===== src/rtl/si_event_frame_tx.sv =====
`timescale 1ns/1ps
// si_event_frame_tx: packs 64-bit event words into Ethernet frames for a 10G
// MAC TX AXI4-Stream. Each frame has a 2-beat header (MACs, EtherType, 16-bit
// sequence), then up to MAX_WORDS event words. A frame closes when it is full
// or when the input has been idle for TIMEOUT cycles. Frames shorter than six
// payload words are zero-padded so the frame reaches 64 bytes with FCS.
module si_event_frame_tx #(
  parameter logic [47:0] DST_MAC   = 48'hFFFF_FFFF_FFFF,
  parameter logic [47:0] SRC_MAC   = 48'h02_00_00_00_00_01,
  parameter logic [15:0] ETHERTYPE = 16'h88B5,
  parameter int unsigned MAX_WORDS = 180,
  parameter int unsigned TIMEOUT   = 1024
) (
  input  logic        clk,
  input  logic        rst_n,
  input  logic        s_axis_tvalid,
  output logic        s_axis_tready,
  input  logic [63:0] s_axis_tdata,
  output logic        m_axis_tvalid,
  input  logic        m_axis_tready,
  output logic [63:0] m_axis_tdata,
  output logic [7:0]  m_axis_tkeep,
  output logic        m_axis_tlast,
  output logic [31:0] frame_count
);

  localparam int WC_W = $clog2(MAX_WORDS + 1);
  localparam logic [WC_W-1:0] WC_LAST = WC_W'(MAX_WORDS - 1);
  localparam logic [WC_W-1:0] WC_MIN  = WC_W'(5);
  localparam logic [15:0]     IDLE_MAX = 16'(TIMEOUT);

  typedef enum logic [2:0] {
    S_IDLE,
    S_HDR0,
    S_HDR1,
    S_PAYLOAD,
    S_PAD
  } state_t;

  state_t          state;
  state_t          state_nxt;
  logic [63:0]     hold;
  logic            hv;
  logic [WC_W-1:0] wc;
  logic [15:0]     idle_cnt;
  logic [15:0]     seq;
  logic            pend;
  logic            pend_close;
  logic            close_now;
  logic            close_sel;
  logic            offer;
  logic            m_hs;
  logic            s_hs;
  logic            frame_end;

  // Wire order is byte 0 first on tdata[7:0]; headers are written MSB-first
  // and swapped into beat order here.
  function automatic logic [63:0] bswap64(input logic [63:0] v);
    logic [63:0] r;
    for (int i = 0; i < 8; i++) r[8*i +: 8] = v[8*(7-i) +: 8];
    return r;
  endfunction

  // Idle counter increment that sticks at TIMEOUT.
  function automatic logic [15:0] sat_inc(input logic [15:0] v);
    return (v >= IDLE_MAX) ? IDLE_MAX : v + 16'd1;
  endfunction

  // Payload offer and close decision. Once a beat has been offered and
  // stalled, its close decision is frozen so tvalid/tlast stay stable even
  // if s_axis_tvalid changes while the MAC holds off.
  always_comb begin
    close_now = (wc == WC_LAST) || ((idle_cnt == IDLE_MAX) && !s_axis_tvalid);
    close_sel = pend ? pend_close : close_now;
    offer     = pend || (hv && (s_axis_tvalid || (wc == WC_LAST) || (idle_cnt == IDLE_MAX)));
  end

  // Next-state and AXIS output decode.
  always_comb begin
    state_nxt     = state;
    m_axis_tvalid = 1'b0;
    m_axis_tlast  = 1'b0;
    m_axis_tdata  = '0;
    s_axis_tready = 1'b0;
    case (state)
      S_IDLE: begin
        if (s_axis_tvalid) state_nxt = S_HDR0;
      end
      S_HDR0: begin
        m_axis_tvalid = 1'b1;
        m_axis_tdata  = bswap64({DST_MAC, SRC_MAC[47:32]});
        if (m_axis_tready) state_nxt = S_HDR1;
      end
      S_HDR1: begin
        m_axis_tvalid = 1'b1;
        m_axis_tdata  = bswap64({SRC_MAC[31:0], ETHERTYPE, seq});
        if (m_axis_tready) state_nxt = S_PAYLOAD;
      end
      S_PAYLOAD: begin
        m_axis_tvalid = offer;
        m_axis_tlast  = close_sel && (wc >= WC_MIN);
        m_axis_tdata  = hold;
        // A closing beat never takes a new word: either the frame ends or
        // the pad beats follow.
        s_axis_tready = !hv || (offer && m_axis_tready && !close_sel);
        if (offer && m_axis_tready && close_sel)
          state_nxt = (wc >= WC_MIN) ? S_IDLE : S_PAD;
      end
      S_PAD: begin
        m_axis_tvalid = 1'b1;
        m_axis_tlast  = (wc == WC_MIN);
        if (m_axis_tready && (wc == WC_MIN)) state_nxt = S_IDLE;
      end
      default: state_nxt = S_IDLE;
    endcase
  end

  assign m_hs         = m_axis_tvalid && m_axis_tready;
  assign s_hs         = s_axis_tvalid && s_axis_tready;
  assign frame_end    = m_hs && m_axis_tlast;
  assign m_axis_tkeep = 8'hFF;

  // Control state: FSM, hold-valid flag, stall latch, counters.
  always_ff @(posedge clk or negedge rst_n) begin
    if (!rst_n) begin
      state       <= S_IDLE;
      hv          <= 1'b0;
      pend        <= 1'b0;
      pend_close  <= 1'b0;
      wc          <= '0;
      idle_cnt    <= '0;
      seq         <= '0;
      frame_count <= '0;
    end else begin
      state      <= state_nxt;
      hv         <= (state == S_PAYLOAD) && (s_hs || (hv && !m_hs));
      pend       <= (state == S_PAYLOAD) && offer && !m_axis_tready;
      pend_close <= close_sel;
      if (state == S_IDLE)
        wc <= '0;
      else if (m_hs && ((state == S_PAYLOAD) || (state == S_PAD)))
        wc <= wc + WC_W'(1);
      if ((state != S_PAYLOAD) || s_hs)
        idle_cnt <= '0;
      else if (hv && !s_axis_tvalid)
        idle_cnt <= sat_inc(idle_cnt);
      if (frame_end) begin
        seq         <= seq + 16'd1;
        frame_count <= frame_count + 32'd1;
      end
    end
  end

  // Event word hold register; data only, left out of reset.
  always_ff @(posedge clk) begin
    if (s_hs) hold <= s_axis_tdata;
  end

endmodule


===== config.mk =====
export PLATFORM = sky130hd
export DESIGN_NAME = si_event_frame_tx
export DESIGN_NICKNAME = d
export VERILOG_FILES = /design/src/rtl/si_event_frame_tx.sv
export SDC_FILE = /design/constraint.sdc
export NUM_CORES = 1
export LEC_CHECK = 0
export BUFFER_PORTS_ARGS = -buffer_cell sky130_fd_sc_hd__buf_2
export CAP_MARGIN = 20
export CORE_MARGIN = 2
export CORE_UTILIZATION = 49
export CTS_BUF_LIST = sky130_fd_sc_hd__clkbuf_8
export DETAILED_ROUTE_END_ITERATION = 7
export PLACE_DENSITY = 0.78
export SYNTH_ARGS = -nofsm -noshare
export SYNTH_HDL_FRONTEND = slang
export SYNTH_SLANG_ARGS = --single-unit

===== constraint.sdc =====
create_clock -name clk -period 4.4 [get_ports clk]
set_clock_uncertainty 0.1 [all_clocks]
set_input_delay 0.88 -clock clk [delete_from_list [all_inputs] [get_ports clk]]
set_output_delay 0.88 -clock clk [all_outputs]
set_load 0.01 [all_outputs]

* After elaboration in Yosys (flattened, before gate mapping)
Cells that the tools add are included.
** Storage, ports and cells
- Bits in registers :: 142
- Output and inout bits :: 107
- Word-level logic and storage cells :: 79
** Cells by class
- $add $sub $neg :: 4
- Magnitude comparators :: 2
- Equal/unequal tests :: 13
- Mux-type cells :: 17
- Reductions and logical operators :: 34
** Operators by type and width (number)
- 64-bit case mux with 3 select lines :: 1
- 16-bit 2-to-1 mux :: 3
- 16-bit by 1-bit adder with 16-bit output (second input constant) :: 2
- 32-bit by 1-bit adder with 32-bit output (second input constant) :: 1
- 3-bit 2-to-1 mux :: 6
- 16-bit by 11-bit equality test with 1-bit output (second input constant) :: 1
- 16-bit by 11-bit greater-or-equal comparator with 1-bit output (second input constant) :: 1
- 1-bit logical AND :: 16
- 8-bit 2-to-1 mux :: 2
- 3-bit case mux with 5 select lines :: 1
- 2-bit inequality test (second input constant) :: 5
- 8-bit by 1-bit adder with 8-bit output (second input constant) :: 1
- 8-bit by 3-bit equality test with 1-bit output (second input constant) :: 1
- 8-bit equality test (second input constant) :: 1
- 8-bit by 3-bit greater-or-equal comparator with 1-bit output (second input constant) :: 1
- 1-bit logical OR :: 8
- 3-bit by 2-bit equality test with 1-bit output (second input constant) :: 2
- 1-bit zero test :: 5
- 5-bit AND reduction :: 1
- 1-bit case mux with 2 select lines :: 2
- 2-bit nonzero test :: 2
- 3-bit by 1-bit equality test with 1-bit output (second input constant) :: 1
- 3-bit equality test (second input constant) :: 1
- 3-bit zero test :: 1
- 3 further kinds :: 4

* Depth between registers and ports, before layout
- Depth after elaboration :: 12
- Mapped depth :: 10
- Mapped depth without buffers :: 8

* Least setup slack after synthesis
No wires, ideal clock.
- Kind :: input -> register
- From :: input m_axis_tready
- To :: register hold[0] (enable)
- Library setup time :: 486 ps
- Data arrival time :: 4180 ps
- Data required time :: 3814 ps
- Setup slack :: -366 ps
- Stages on the path :: 5
- Buffers on the path :: 1
- Path through :: clkbuf_1 > inv_1 > o21ai_0 > nand2_1 > nor2_1
** On the way
- Longest elaborated chain between the ends :: 5
** RTL lines
- start: declaration :: line 20 : input logic m_axis_tready,
- 1-bit logical AND (2 in series) :: line 105 : s_axis_tready = !hv || (offer && m_axis_tready && !close_sel);
- 1-bit logical OR :: line 105
- 1-bit 2-to-1 mux :: line 85 : case (state)
- 1-bit logical AND :: line 119 : assign s_hs = s_axis_tvalid && s_axis_tready;
- net s_hs :: line 53 : logic s_hs;
- end signal: assignment :: line 156 : if (s_hs) hold <= s_axis_tdata;
- end: declaration :: line 42 : logic [63:0] hold;
The timed path passes the listed nets, and every way through them passes these cells.
A chain may end at the register's enable or synchronous reset.

* Worst setup path after layout
- From :: register state[1]
- To :: output m_axis_tlast
** On the way
- Longest elaborated chain between the ends :: 2
** RTL lines
- start: declaration :: line 40 : state_t state;
- start signal: assignment :: line 135 : state <= state_nxt;
- 3-bit equality test or 3-bit by 2-bit equality test with 1-bit output (tied branches) :: line 85
- 1-bit case mux with 2 select lines (*) :: line 85
- end: declaration :: line 23 : output logic m_axis_tlast,
Mark *: on every way between the ends. The rest lies on a longest branch, timed or not.

==> metrics.yaml <==
layout:
  utilization: 0.603
  drive_above_1_share: 0.271
  num_antenna_cells: 0
  area_delta_synth_final_pct: 20.3
  final_common_cell: "buf_2"
  most-common-layout-cells: "buf_2, dfrtp_1, edfxtp_1"
  nFillCells: 1076
  final_nets: 832
route:
  via_count: 5167
  viasPerCell: 5.46
  drtAntennaViolNets: 0
  drt-initial-drc-count: 423
  wl_um: 14800
  firstDrtPassIters: 5
  drcViolationCount: 0
  wl_per_cell_um: 15.7
setup_path:
  cp.required_ns: 3.42
  r2r_setup_slack_ns: 1.08
  reg2reg_depth: 7
  cp_top_family: "simple AND/OR/NAND/NOR gates"
  path_cells: "or3b_1 > or4_4 > o311a_1 > a21oi_1 > buf_2"
  cp_num_buf_inv: 1
  r2r-end: "frame_count[8]"
  critPathArrivalTime_ns: 2.82
  crit_slowest_cell: "dfrtp_2"
  cp_max_fo: 58
  cp-start-kind: "register"
  cp-end-kind: "output pin"
  slowest_delay_ns: 0.74
  r2r-start: "state[1]"
  worstSetupPathType: "reg -> out"
timing:
  finalHoldViolCount: 0
  period_needed_ns: 3.80
  setup_tns_ns: 0
  maxSlewHeadroom: 0.354
  finalCritPeriodShare: 0.864
  rsz0062_at_grt: "no"
  timing.final.max_slew_violations: 0
  fmax_ghz: 0.263
  worst_pin_slew_ns: 0.968
  setup_violations: 0
yosys:
  synth_mux_area_frac: 0.00643
  avgSynthCellArea_sq_um: 11.0
  synthAdderAreaFrac: 0.0132
  syn-instance-count: 600
  synth_xor_area_frac: 0.0715
  synth_area_leader_cell: "dfrtp_1"
  yosysSeqAreaShare: 0.585
  ys_async_sr_fraction: 0.549
  synth_top_area_share: 0.295
  synth_top_family_by_area: "simple AND/OR/NAND/NOR gates"
  syn_area_sq_um: 6620
  synth_area_leaders: "dfrtp_1, edfxtp_1, xnor2_1"
  ys.flop_type: "dfrtp_1"
  ys_ff_latch: 142
  synth_compound_area_frac: 0.112
  ys_types: 53
  synth_edf_count: 64
  yosys_warnings: 0
  synth-simple-area-share: 0.154
global_route:
  grt_usage: 0.213
  grt_pass1_vias: 5155
  grt_max_degree: 79
  grt_pass1_wl_um: 24500
  overflow: 0
  antenna_found_initial: 0
placed_design:
  place_congestion: 0.898
  portBuffers: 166
  hpwlAfterDp_um: 10400
clocking:
  ctsHoldBuffers: 0
  cts_max_level: 4
  tritoncts: "done"
  clk_path_buf_depth: 2
  cts_sinks: 142
  cts.clk_slew.worst_paths_ns: 0.08
  numCtsBuffers: 17
  cts_root_buffer: "clkbuf_8"
  insertion_delay_ns: 0.44
  cts_resized: 0
  post-cts-setup-buffer-count: 0
floorplanning:
  rows: 42
  die_x_um: 120
  die_h_um: 120
  num_io_pins: 175
  initial_utilization: 0.502
  core_area_sq_um: 13200
  dieArea_sq_um: 14400
worst_hold_path:
  hp-start: "frame_count[31]"
  min_path_cells: 1
  worstHoldEndpoint: "frame_count[31]"
  hold_path_class: "reg -> reg"
job:
  cap_violations: 0
power_and_ir_drop:
  power_density_nw_per_um2: 492
  ir_worst_vdd_uv: 406
  leakage_nw: 3.75
status:
  status: "finished, final reports clean"
==> layout make-up <==
| cell class | count | area, sq um | share of cell area |
|---|---|---|---|
| multi-input cells | 378 | 2410 | 0.303 |
| clock buffers | 18 | 248 | 0.0311 |
| repair buffers | 170 | 863 | 0.108 |
| well taps | 176 | 220 | 0.0277 |
| flip-flops and latches | 142 | 3870 | 0.487 |
| inverters | 48 | 180 | 0.0226 |
| clock inverters | 14 | 163 | 0.0204 |
==> worst register-to-register path: stages, from the launching register on <==
cell,delay (ns)
dfrtp_2,0.74
or3b_1,0.54
or4_4,0.56
o311a_1,0.17
a221oi_4,0.22
buf_4,0.46
nand4_1,0.22
xnor2_1,0.17
==> synthesized netlist by cell type, types with 3 or more instances <==
cell type and count:
o21ai_0 9, o21a_1 8, buf_1 3, dfrtp_1 78, nand4_1 34, nand3_1 26, o31ai_1 6, nand2_1 27
nor4_1 4, nand2b_1 4, edfxtp_1 64, xnor2_1 46, a22o_1 16, nor3_1 12, and2_1 6, nor2_1 33
xor2_1 8, a21o_1 3, inv_1 48, clkbuf_1 23, ha_1 7, a21oi_1 57, and3_1 25, buf_4 9
o211ai_1 3, or3_1 3
==> per-layer routing <==
layer	GRT usage	routed length (um)	up-vias
li1	-	-	2449
met1	0.259	6010	2500
met2	0.354	7410	200
met3	0.0703	1190	18
met4	0.0809	191	0
met5	0	0	-
==> worst max-delay path by stage <==
stage	from	endpoint	slack (ns)	depth (start not counted)
2_1_floorplan	m_axis_tready	hold[0]	0.70	5
3_3_place_gp	state[1]	m_axis_tlast	1.09	5
3_5_place_dp	state[1]	m_axis_tlast	1.04	5
4_1_cts	state[1]	m_axis_tlast	0.55	5
5_1_grt	state[1]	m_axis_tdata[53]	0.38	4
6_report	state[1]	m_axis_tlast	0.60	5
==> stage by stage <==
| step | hold slack (ns) | power [mW] | worst slack (ns) | cells | area [sq um] |
|---|---|---|---|---|---|
| 2_1_floorplan | 0.346 | 2.41 | 0.704 | 607 | 6650 |
| 3_3_place_gp | 0.364 | 2.83 | 1.09 | 914 | 7550 |
| 3_5_place_dp | 0.367 | 2.86 | 1.04 | 914 | 7550 |
| 4_1_cts | 0.386 | 3.95 | 0.546 | 946 | 7960 |
| 5_1_grt | 0.403 | 4.14 | 0.381 | 946 | 7960 |
| 6_report | 0.380 | 3.92 | 0.599 | 946 | 7960 |
==> kinds of logic (layout without fill, tap and decap cells) <==
family | Yosys count | in the layout
other | 1 | 8
adder cells (fa/ha/maj) | 7 | 7
buffers and inverters | 87 | 250
AO/OA/AOI/OAI | 115 | 115
XOR/XNOR | 54 | 54
flip-flops | 142 | 142
AND/OR/NAND/NOR | 190 | 190
multiplexers | 4 | 4
==> registers in the layout (all words and copies together) (netlist names) <==
register and cells:
hold 64, frame_count 32, idle_cnt 16, seq 16, wc 8, state 3
hv 1, pend 1, pend_close 1
==> power by group <==
part | leakage, nW | total [mW] | switching, mW | internal [mW]
sequential | 1.68 | 1.70 | 0.107 | 1.59
combinational | 1.85 | 1.13 | 0.714 | 0.420
clock | 0.217 | 1.08 | 0.503 | 0.577
total | 3.75 | 3.92 | 1.32 | 2.59
Power figures use the tool's default switching activity.
